==> src/rtl/glyph_banner_ctrl.sv <==
// Banner sequencer: reveals glyphs one at a time, slides the row to its resting
// line, blinks it, then holds until acknowledged. Advances only on frame ticks.
module glyph_banner_ctrl #(
   parameter int unsigned NCHARS        = 8,
   parameter int unsigned REVEAL_FRAMES = 4,
   parameter logic [9:0]  START_Y       = 10'd0,
   parameter logic [9:0]  TARGET_Y      = 10'd220,
   parameter int unsigned SLIDE_STEP    = 8,
   parameter int unsigned BLINK_FRAMES  = 15,
   parameter int unsigned BLINK_COUNT   = 3
) (
   input  logic              clk,
   input  logic              reset,
   input  logic              frame_tick,
   input  logic              trigger,
   input  logic              ack,
   output logic [9:0]        banner_y,
   output logic [NCHARS-1:0] char_en,
   output logic              visible,
   output logic              busy
);

   localparam logic [7:0]        REVEAL_LAST = 8'(REVEAL_FRAMES);
   localparam logic [7:0]        BLINK_LAST  = 8'(BLINK_FRAMES);
   localparam logic [4:0]        TOGGLE_LAST = 5'(2 * BLINK_COUNT);
   localparam logic [10:0]       STEP_W      = 11'(SLIDE_STEP);
   localparam logic [10:0]       TARGET_W    = {1'b0, TARGET_Y};
   localparam logic [NCHARS-1:0] CHAR_ONE    = NCHARS'(1'b1);
   localparam logic [NCHARS-1:0] CHAR_ALL    = {NCHARS{1'b1}};

   typedef enum logic [2:0] {
      IDLE   = 3'd0,
      REVEAL = 3'd1,
      SLIDE  = 3'd2,
      BLINK  = 3'd3,
      HOLD   = 3'd4
   } state_t;

   state_t            state_r;
   logic [7:0]        frame_cnt_r;
   logic [4:0]        toggle_cnt_r;
   logic [7:0]        frame_inc_s;
   logic [4:0]        toggle_inc_s;
   logic [NCHARS-1:0] char_next_s;
   logic [10:0]       y_sum_s;
   logic [9:0]        y_next_s;

   // Next-value helpers: counter increments, lowest-clear-bit reveal, saturating slide
   always_comb begin
      frame_inc_s  = frame_cnt_r + 8'd1;
      toggle_inc_s = toggle_cnt_r + 5'd1;
      char_next_s  = char_en | (char_en + CHAR_ONE);
      y_sum_s      = {1'b0, banner_y} + STEP_W;
      if (y_sum_s >= TARGET_W) begin
         y_next_s = TARGET_Y;
      end else begin
         y_next_s = y_sum_s[9:0];
      end
   end

   // Sequencer state, counters and registered outputs
   always_ff @(posedge clk or posedge reset) begin
      if (reset) begin
         state_r      <= IDLE;
         frame_cnt_r  <= 8'd0;
         toggle_cnt_r <= 5'd0;
         banner_y     <= START_Y;
         char_en      <= '0;
         visible      <= 1'b0;
         busy         <= 1'b0;
      end else if ((state_r != IDLE) && ack) begin
         // Abort/dismiss wins over any tick in the same cycle
         state_r      <= IDLE;
         frame_cnt_r  <= 8'd0;
         toggle_cnt_r <= 5'd0;
         banner_y     <= START_Y;
         char_en      <= '0;
         visible      <= 1'b0;
         busy         <= 1'b0;
      end else begin
         case (state_r)
            IDLE: begin
               frame_cnt_r  <= 8'd0;
               toggle_cnt_r <= 5'd0;
               banner_y     <= START_Y;
               char_en      <= '0;
               if (trigger) begin
                  state_r <= REVEAL;
                  visible <= 1'b1;
                  busy    <= 1'b1;
               end else begin
                  state_r <= IDLE;
                  visible <= 1'b0;
                  busy    <= 1'b0;
               end
            end
            REVEAL: begin
               if (frame_tick) begin
                  if (frame_inc_s == REVEAL_LAST) begin
                     frame_cnt_r <= 8'd0;
                     char_en     <= char_next_s;
                     if (char_next_s[NCHARS-1]) begin
                        state_r <= SLIDE;
                     end
                  end else begin
                     frame_cnt_r <= frame_inc_s;
                  end
               end
            end
            SLIDE: begin
               if (frame_tick) begin
                  banner_y <= y_next_s;
                  if (y_next_s == TARGET_Y) begin
                     state_r      <= BLINK;
                     frame_cnt_r  <= 8'd0;
                     toggle_cnt_r <= 5'd0;
                  end
               end
            end
            BLINK: begin
               if (frame_tick) begin
                  if (frame_inc_s == BLINK_LAST) begin
                     frame_cnt_r  <= 8'd0;
                     visible      <= ~visible;
                     toggle_cnt_r <= toggle_inc_s;
                     if (toggle_inc_s == TOGGLE_LAST) begin
                        state_r  <= HOLD;
                        visible  <= 1'b1;
                        char_en  <= CHAR_ALL;
                        banner_y <= TARGET_Y;
                     end
                  end else begin
                     frame_cnt_r <= frame_inc_s;
                  end
               end
            end
            HOLD: begin
               visible  <= 1'b1;
               busy     <= 1'b1;
               char_en  <= CHAR_ALL;
               banner_y <= TARGET_Y;
            end
            default: begin
               state_r      <= IDLE;
               frame_cnt_r  <= 8'd0;
               toggle_cnt_r <= 5'd0;
               banner_y     <= START_Y;
               char_en      <= '0;
               visible      <= 1'b0;
               busy         <= 1'b0;
            end
         endcase
      end
   end

endmodule

==> config.mk <==
export PLATFORM = sky130hd
export DESIGN_NAME = glyph_banner_ctrl
export DESIGN_NICKNAME = d
export VERILOG_FILES = /design/src/rtl/glyph_banner_ctrl.sv
export SDC_FILE = /design/constraint.sdc
export NUM_CORES = 1
export LEC_CHECK = 0
export ABC_AREA = 0
export BUFFER_PORTS_ARGS = -buffer_cell sky130_fd_sc_hd__buf_2
export CAP_MARGIN = 25
export CORE_MARGIN = 2
export CORE_UTILIZATION = 53
export DETAILED_ROUTE_END_ITERATION = 8
export PLACE_DENSITY = 0.76
export SYNTH_ARGS = -nofsm -noshare
export SYNTH_HDL_FRONTEND = slang
export SYNTH_SLANG_ARGS = --single-unit
==> constraint.sdc <==
create_clock -name clk -period 2.5 [get_ports clk]
set_clock_uncertainty 0.2 [all_clocks]
set_input_delay 0.25 -clock clk [delete_from_list [all_inputs] [get_ports clk]]
set_output_delay 0.25 -clock clk [all_outputs]
set_load 0.05 [all_outputs]
### Word level (Yosys, flattened, before mapping)

Cells that the tools add are included.

| storage, ports and cells | value |
|---|---|
| flip-flop bits (word level) | 36 |
| bits of input ports | 5 |
| word-level logic and storage cells | 95 |

| operators by class | value |
|---|---|
| $add $sub $neg | 4 |
| magnitude comparators | 1 |
| eq/ne operators | 22 |
| mux-type cells | 47 |
| bitwise logic cells | 2 |
| reductions and logical operators | 12 |

Operator list:

| cell | number |
|---|---|
| 8-bit 2-to-1 mux | 13 |
| 8-bit one-hot mux with 4 select lines | 2 |
| 10-bit 2-to-1 mux | 6 |
| 10-bit one-hot mux with 4 select lines | 1 |
| 3-bit 2-to-1 mux | 9 |
| 5-bit 2-to-1 mux | 5 |
| 3-bit != test, second input constant | 8 |
| 8-bit by 1-bit adder with 8-bit output, second input constant | 2 |
| 3-bit one-hot mux with 5 select lines | 1 |
| 5-bit one-hot mux with 3 select lines | 1 |
| 5-bit AND reduction | 3 |
| 10-bit by 4-bit adder with 11-bit output, second input constant | 1 |
| 11-bit by 8-bit >= comparator with 1-bit output, second input constant | 1 |
| 10-bit by 8-bit == test with 1-bit output, second input constant | 1 |
| 9-bit AND reduction | 1 |
| 8-bit by 3-bit == test with 1-bit output, second input constant | 1 |
| 8-bit by 4-bit == test with 1-bit output, second input constant | 1 |
| 8-bit OR | 1 |
| 1-bit 2-to-1 mux | 7 |
| 3-bit by 2-bit == test with 1-bit output, second input constant | 2 |
| 2-bit by 1-bit != test with 1-bit output, second input constant | 3 |
| 2-bit != test, second input constant | 3 |
| 6-bit AND reduction | 1 |
| 5-bit by 1-bit adder with 5-bit output, second input constant | 1 |
| 12 further kinds | 13 |

### Depth between registers and ports, before layout

Gate-level depths: netlist of the first run.

| depth | value |
|---|---|
| word-level depth | 8 |
| mapped depth | 9 |
| mapped depth without buffers | 8 |

### Worst setup path after synthesis of the first run

No wires, ideal clock.

| path | value |
|---|---|
| kind | reg-to-reg |
| start point | register banner_y[3] |
| end point | register toggle_cnt_r[4] |
| arrival time | 2,328 ps |
| required time | 2,205 ps |
| setup slack | -124 ps |
| cell stages (with the launch flop) | 9 |
| path buffers | 0 |
| period minus slack after synthesis | 2,624 ps |
| cell sequence | dfrtp_1 inv_1 ha_1 nor4_1 o21ai_0 a32oi_2 nor2_1 or3_4 o31ai_1 |

| on the way | value |
|---|---|
| word-level cells in the longest chain between the ends | 6 |

RTL lines:

| item | RTL line | RTL |
|---|---|---|
| from (decl) | 17 | `output logic [9:0] banner_y,` |
| from (signal assigned) | 112 | `banner_y <= y_next_s;` |
| 10-bit by 4-bit adder with 11-bit output (*) | 53 | `y_sum_s = {1'b0, banner_y} + STEP_W;` |
| 11-bit by 8-bit >= comparator with 1-bit output | 54 | `if (y_sum_s >= TARGET_W) begin` |
| 10-bit 2-to-1 mux (*) | 54 |  |
| 10-bit by 8-bit == test with 1-bit output (*) | 113 | `if (y_next_s == TARGET_Y) begin` |
| 3-bit != test (no source line) (*) | n/a |  |
| 5-bit AND reduction (no source line) (*) | n/a |  |
| to (signal assigned) | 125 | `toggle_cnt_r <= toggle_inc_s;` |
| to (decl) | 41 | `logic [4:0] toggle_cnt_r;` |

Every way passes the cells marked *; elsewhere a longest branch is shown, timed or not.
A chain may end at the register's enable or synchronous reset.

### Worst setup path after layout of the first run

| path | value |
|---|---|
| start point | register frame_cnt_r[0] |
| end point | register char_en[0] |

| on the way | value |
|---|---|
| word-level cells in the longest chain between the ends | 4 |
| elaborated cells on any way between the ends | 6 |
| classes of those cells | add/sub: 1; eq/ne: 4; reduce/logical: 1 |

RTL lines:

| item | RTL line | RTL |
|---|---|---|
| from (decl) | 40 | `logic [7:0] frame_cnt_r;` |
| from (signal assigned) | 106 | `frame_cnt_r <= frame_inc_s;` |
| from (signal assigned) | 133 | `frame_cnt_r <= frame_inc_s;` |
| 8-bit by 1-bit adder with 8-bit output (*) | 50 | `frame_inc_s = frame_cnt_r + 8'd1;` |
| 8-bit by 3-bit == test with 1-bit output / 8-bit by 4-bit == test with 1-bit output (equally long branches) | 99, 122 |  |
| 3-bit != test (no source line) | n/a |  |
| 6-bit AND reduction (no source line) (*) | n/a |  |
| to (signal assigned) | 101 | `char_en <= char_next_s;` |
| to (decl) | 18 | `output logic [NCHARS-1:0] char_en,` |

Marked as above.

==> impl_metrics.toml, run 1 <==
[synth]
synth-edff-count = 0
synth_warnings = 0
syn_inst = 245
avgSynthCellArea_um2 = 9.325
synthesis.nets = 257
synth_async_sr_flop_share = 1.000
ys_ff_latch = 36
ys.flop_type = "dfrtp_1"
ys_seq_area_frac = 0.3943
synth_area_um2 = 2285
synthDistinctLibCells = 66

[drt]
first_pass_iters = 4
drt.antenna.violating_nets = 0
drc = 0
wire_per_inst_um = 14.91
finalWirelength_um = 5038
num_vias = 2005
routed_via_density = 5.932
first_iter_violations = 69

[timing]
final-setup-viol-count = 0
worst_pin_slew_ns = 0.5166
slew_viol_final = 0
min_period_over_period = 0.9698
fin_tns_setup_ns = 0
max_slew_margin = 0.6556
post-route-min-period_ns = 2.424
hold_violations = 0
worst_slack_ns = 0.07561
rsz0062_at_grt = "true"
clock.fmax_ghz = 0.4125

[clocking]
h-tree-depth = 2
cts_buffers = 5
cts_buffer_depth = 2
clk_pin_slew_worst_paths_ns = 0.07
cts_root_buf = "clkbuf_8"
cts_tree = "yes"
cts.sink_count = 36
clk_latency_ns = 0.29

[global_routing]
grt_antenna_before_repair = 0
grt_usage = 0.2142
grt_pass1_vias = 1832
grt_max_degree = 37
grt_first_pass_wirelength_um = 8369
overflow = 0

[floorplan]
row_count = 23
initial_core_util = 0.5591
dieArea_um2 = 4852
core_um2 = 4086
die_x_um = 69.66
die_y_um = 69.66
io_pins = 25

[final_layout]
multi_input_area_um2 = 1356
seqCellArea_um2 = 903.4
final_cell_mix = "dfrtp_1, buf_2, nand2_1, nor2_1, o21ai_0"
fin_area_um2 = 2714
area_growth_pct = 18.78
diodes = 0
drive_gt1_frac = 0.2847
n_fill_cell = 335
nets = 299
mostFrequentLayoutCell = "dfrtp_1"

[critical_path]
cp.arrival_ns = 2.41
start_kind = "flip-flop"
cp_top_family = "compound AO/OA/AOI/OAI gates"
critical-path-slowest-cell = "dfrtp_1"
required_ns = 2.48
cp_max_fo = 6
endpoint_kind = "flip-flop"
max_stage_delay_ns = 0.44
cp_num_buf_inv = 2
path_class = "reg2reg"
crit_chain = "inv_1, ha_1, or2b_1, mux2i_4, o211ai_2, a2111oi_4, buf_4, mux2_4"

[power]
power.density_nw_per_um2 = 840.7
ir_drop_mv = 0.5603
p_leak_uw = 0.001284

[placement]
placed_cell_area_um2 = 2537
gp_congestion = 0.7935
io_buffers = 24
dp_worst_setup_slack_ns = 0.02847
post-dp-hpwl_um = 3663

[flow_run]
drv_cap = 0

[outcome]
status = "completed"

[min_path]
hold_class = "in2reg"
[report_power, final]
part	total, uW	internal (uW)	switching (uW)	leakage, uW
logic	1020	383	638	0.000737
registers	759	662	97.1	0.000492
clock network	502	296	206	0.0000552
total	2280	1340	941	0.00128
[worst register-to-register path, cell delays in order (launching register included)]
cell and delay, ns:
dfrtp_1 0.44, inv_1 0.08, ha_1 0.15, or2b_1 0.26, mux2i_4 0.18, o211ai_2 0.12
a2111oi_4 0.41, buf_4 0.19, mux2_4 0.29
[state kept, by name, summed over array words and instances (netlist names)]
signal,count
busy,1
banner_y,10
toggle_cnt_r,5
visible,1
char_en,8
frame_cnt_r,8
state_r,3
[area by class of cell]
cell class | count | area share
clock buffers | 6 | 0.02674
inverters | 7 | 0.009682
flip-flops and latches | 36 | 0.3329
well taps | 50 | 0.02305
clock inverters | 2 | 0.01291
repair buffers | 42 | 0.09497
multi-input cells | 195 | 0.4998
[kinds of logic (layout without fill, tap and decap cells)]
| family | Yosys count | after routing | synth area share |
|---|---|---|---|
| and+or+nand+nor | 98 | 98 | 0.2437 |
| AOI/OAI and AO/OA | 86 | 86 | 0.2711 |
| DFF | 36 | 36 | 0.3943 |
| buffers and inverters | 14 | 57 | 0.02793 |
| adders and majority gates | 7 | 7 | 0.03833 |
| muxes | 3 | 3 | 0.02081 |
| xor gates and xnor gates | 1 | 1 | 0.003834 |
[metal layers]
layer  part of all wire  GRT usage  vias to the layer above
met5                  0          0                        -
met2               0.50     0.3462                       35
met3              0.041    0.03634                        8
met1               0.44     0.2862                      970
met4              0.020    0.08761                        0
li1                   -          -                      992
[worst paths after layout]
path | from | to | slack (ns) | depth (start not counted)
worst max-delay path | frame_cnt_r[0] | char_en[0] | 0.08 | 8
worst min-delay path | trigger | busy | 0.11 | 3
worst max register to register | frame_cnt_r[0] | char_en[0] | 0.08 | 8
worst min register to register | toggle_cnt_r[4] | toggle_cnt_r[4] | 0.29 | 1
max in group asynchronous | reset | banner_y[3] | 1.35 | 4
min in group asynchronous | reset | banner_y[1] | 0.40 | 4
[synth_stat cells, types with 2 or more instances]
cell type,n,share of area
dfrtp_1,36,0.39
nor2_1,21,0.035
o21ai_0,21,0.046
nand2_1,20,0.033
a21oi_1,15,0.033
ha_1,7,0.038
inv_1,7,0.012
a21o_1,6,0.020
o31ai_1,6,0.020
and3_1,5,0.014
nand2b_1,5,0.014
nand3_1,5,0.011
nor2b_1,5,0.014
a21boi_0,4,0.013
a31oi_1,4,0.011
and2b_2,4,0.015
a221oi_1,3,0.012
buf_2,3,0.0066
clkbuf_1,3,0.0049
nand3b_1,3,0.0099
nand4_1,3,0.0082
nor3_1,3,0.0066
or3_1,3,0.0082
a211oi_1,2,0.0066
and2_1,2,0.0055
and2_2,2,0.0066
and3_2,2,0.0066
and3b_1,2,0.0077
o211ai_2,2,0.011
o21a_1,2,0.0066
o21ai_1,2,0.0044
o22a_1,2,0.0077
or2b_1,2,0.0066
[per-stage QoR]
step	hold WS [ns]	power, uW	std cells	util
2_1_floorplan	0.2169	1463	245	-
3_3_place_gp	0.1814	1710	326	0.6209
3_5_place_dp	0.1842	1722	326	0.6209
4_1_cts	0.1061	2236	335	0.6497
5_1_grt	0.1484	2435	338	0.6641
6_report	0.1058	2282	338	0.6641
[repair_timing]
| item | in CTS | in global routing |
|---|---|---|
| endpoints found under the hold margin | 36 | 0 |
| hold buffers | 1 | 0 |
| buffers inserted | 0 | 3 |
| gates resized for setup | 0 | 9 |
| endpoints found under the setup margin | 0 | 20 |
No activity file was read; power rests on OpenSTA's default activity.
==> run 2, diff against run 1 <==
==> constraint.sdc (replaced) <==
create_clock -name clk -period 2 [get_ports clk]
set_clock_uncertainty 0.2 [all_clocks]
set_input_delay 0.2 -clock clk [delete_from_list [all_inputs] [get_ports clk]]
set_output_delay 0.2 -clock clk [all_outputs]
set_load 0.05 [all_outputs]
==> run 2 against run 1 <==
The run now ends with setup timing left; first-iteration DRC count grew 130%; maximum frequency grew 2.1%; clock power grew 14%; hold slack lost 0.045 ns; sequential power grew 26%; critical path depth is the same; utilization grew 15 points; register-to-register slack lost 0.45 ns; global-route usage grew 4.9 points; clock-buffer cell count grew 2; sequential share of layout area shrank 5.9 points.
==> impl_metrics.toml, run 2 (synthesis results as in run 1) <==
[timing]
rsz0062_at_grt = "true"
slew_viol_final = 0
max_slew_margin = 0.6869
final-setup-viol-count = 35
min_period_over_period = 1.187
fin_tns_setup_ns = -8.624
post-route-min-period_ns = 2.374
worst_pin_slew_ns = 0.4697
worst_slack_ns = -0.3740
clock.fmax_ghz = 0.4212
hold_violations = 0

[global_routing]
grt_usage = 0.2634
grt_first_pass_wirelength_um = 10180
grt_antenna_before_repair = 0
grt_max_degree = 37
grt_pass1_vias = 2143
overflow = 0

[final_layout]
final_core_util = 0.8126
reg_top3 = "banner_y (10), char_en (8), frame_cnt_r (8)"
n_fill_cell = 255
area_growth_pct = 45.34
largest_reg_flops = 10
mostFrequentLayoutCell = "buf_4"
regMostFlops = "banner_y"
final_cell_mix = "buf_4, dfrtp_1, buf_2"
drive_gt1_frac = 0.4535
nets = 355
diodes = 0

[drt]
drt.antenna.violating_nets = 0
wire_per_inst_um = 16.79
first_iter_violations = 161
drc = 0
finalWirelength_um = 6614
first_pass_iters = 4
num_vias = 2316
routed_via_density = 5.878

[critical_path]
path_class = "reg2reg"
required_ns = 2.00
endpoint_kind = "flip-flop"
cp_max_fo = 4
start_kind = "flip-flop"
cp.arrival_ns = 2.38

[clocking]
clk_pin_slew_worst_paths_ns = 0.07
h-tree-depth = 2
clk_latency_ns = 0.29
cts_buffers = 5
cts_tree = "yes"
cts.sink_count = 36
cts_root_buf = "clkbuf_8"
cts_buffer_depth = 2

[placement]
gp_congestion = 0.8121
io_buffers = 24
post-dp-hpwl_um = 4459
dp_worst_setup_slack_ns = -0.3771

[outcome]
status = "finished with violations"
violations = "setup timing"

[floorplan]
io_pins = 25
die_y_um = 69.66
core_um2 = 4086
dieArea_um2 = 4852
die_x_um = 69.66
row_count = 23
initial_core_util = 0.5591

[power]
power_uw = 3320
p_leak_uw = 0.001585
ir_drop_mv = 0.8466
power.density_nw_per_um2 = 999.8

[min_path]
hold_class = "in2reg"

[flow_run]
drv_cap = 0
-- run 2: cell count changes in the layout (fill, tap and decap cells not counted), moves of 8 or more --
cell and change:
buf_4 +48, buf_6 +8, o21ai_0 -11, o21ai_1 +11
-- run 2: critical path, stage by stage, from the launching register on --
cell and delay (ns):
dfrtp_4 0.51, inv_2 0.08, ha_4 0.21, nor4_4 0.13
o21ai_1 0.10, a32oi_2 0.31, nor2_2 0.10, or3_4 0.42
o31ai_2 0.22
-- run 2: power by group --
| part | leakage, uW | total [uW] | internal (uW) | switching [uW] |
|---|---|---|---|---|
| Combinational | 0.00105 | 1790 | 797 | 997 |
| Sequential | 0.000488 | 956 | 832 | 124 |
| Clock | 0.0000515 | 570 | 314 | 256 |
-- run 2: metrics by stage --
stage               hold slack, ns  cell area (um^2)  cells
finish                     0.06124              3321    394
detailed placement          0.1337              3043    382
global route               0.08985              3321    394
CTS                        0.06304              3222    393
floorplan                   0.1668              2379    245
global placement            0.1294              3043    382
-- run 2: area by class of cell --
| type | count | area (um^2) | area share |
|---|---|---|---|
| clock buffers | 8 | 100.1 | 0.03014 |
| inverters | 7 | 26.28 | 0.007913 |
| multi-input cells | 195 | 1515 | 0.4563 |
| flip-flops and latches | 36 | 908.4 | 0.2735 |
| well taps | 50 | 62.56 | 0.01884 |
| repair buffers | 98 | 708.2 | 0.2133 |
-- run 2: worst paths after layout --
check	from	to	slack [ns]	cells after the start
worst max-delay path	banner_y[3]	toggle_cnt_r[3]	-0.37	8
worst min-delay path	trigger	busy	0.06	3
worst max register to register	banner_y[3]	toggle_cnt_r[3]	-0.37	8
worst min register to register	char_en[3]	char_en[3]	0.33	2
max in group asynchronous	reset	banner_y[5]	0.86	4
min in group asynchronous	reset	banner_y[3]	0.37	4
-- run 2: what timing repair did --
| action | in CTS | in global routing |
|---|---|---|
| endpoints found under the hold margin | 36 | 0 |
| hold buffers | 1 | 0 |
| gates cloned | 0 | 0 |
| pin swaps | 7 | 4 |
| setup buffers | 2 | 1 |
| endpoints found under the setup margin | 35 | 35 |
| gates resized for setup | 14 | 22 |
-- run 2: layer usage --
| metal | share of wire | vias to the layer above | routed length (um) | track usage |
|---|---|---|---|---|
| met5 | 0 | - | 0 | 0 |
| met4 | 0.023 | 0 | 155 | 0.09188 |
| met3 | 0.050 | 16 | 331 | 0.04360 |
| met2 | 0.49 | 73 | 3237 | 0.4402 |
| met1 | 0.44 | 1119 | 2889 | 0.3470 |
| li1 | - | 1108 | - | - |
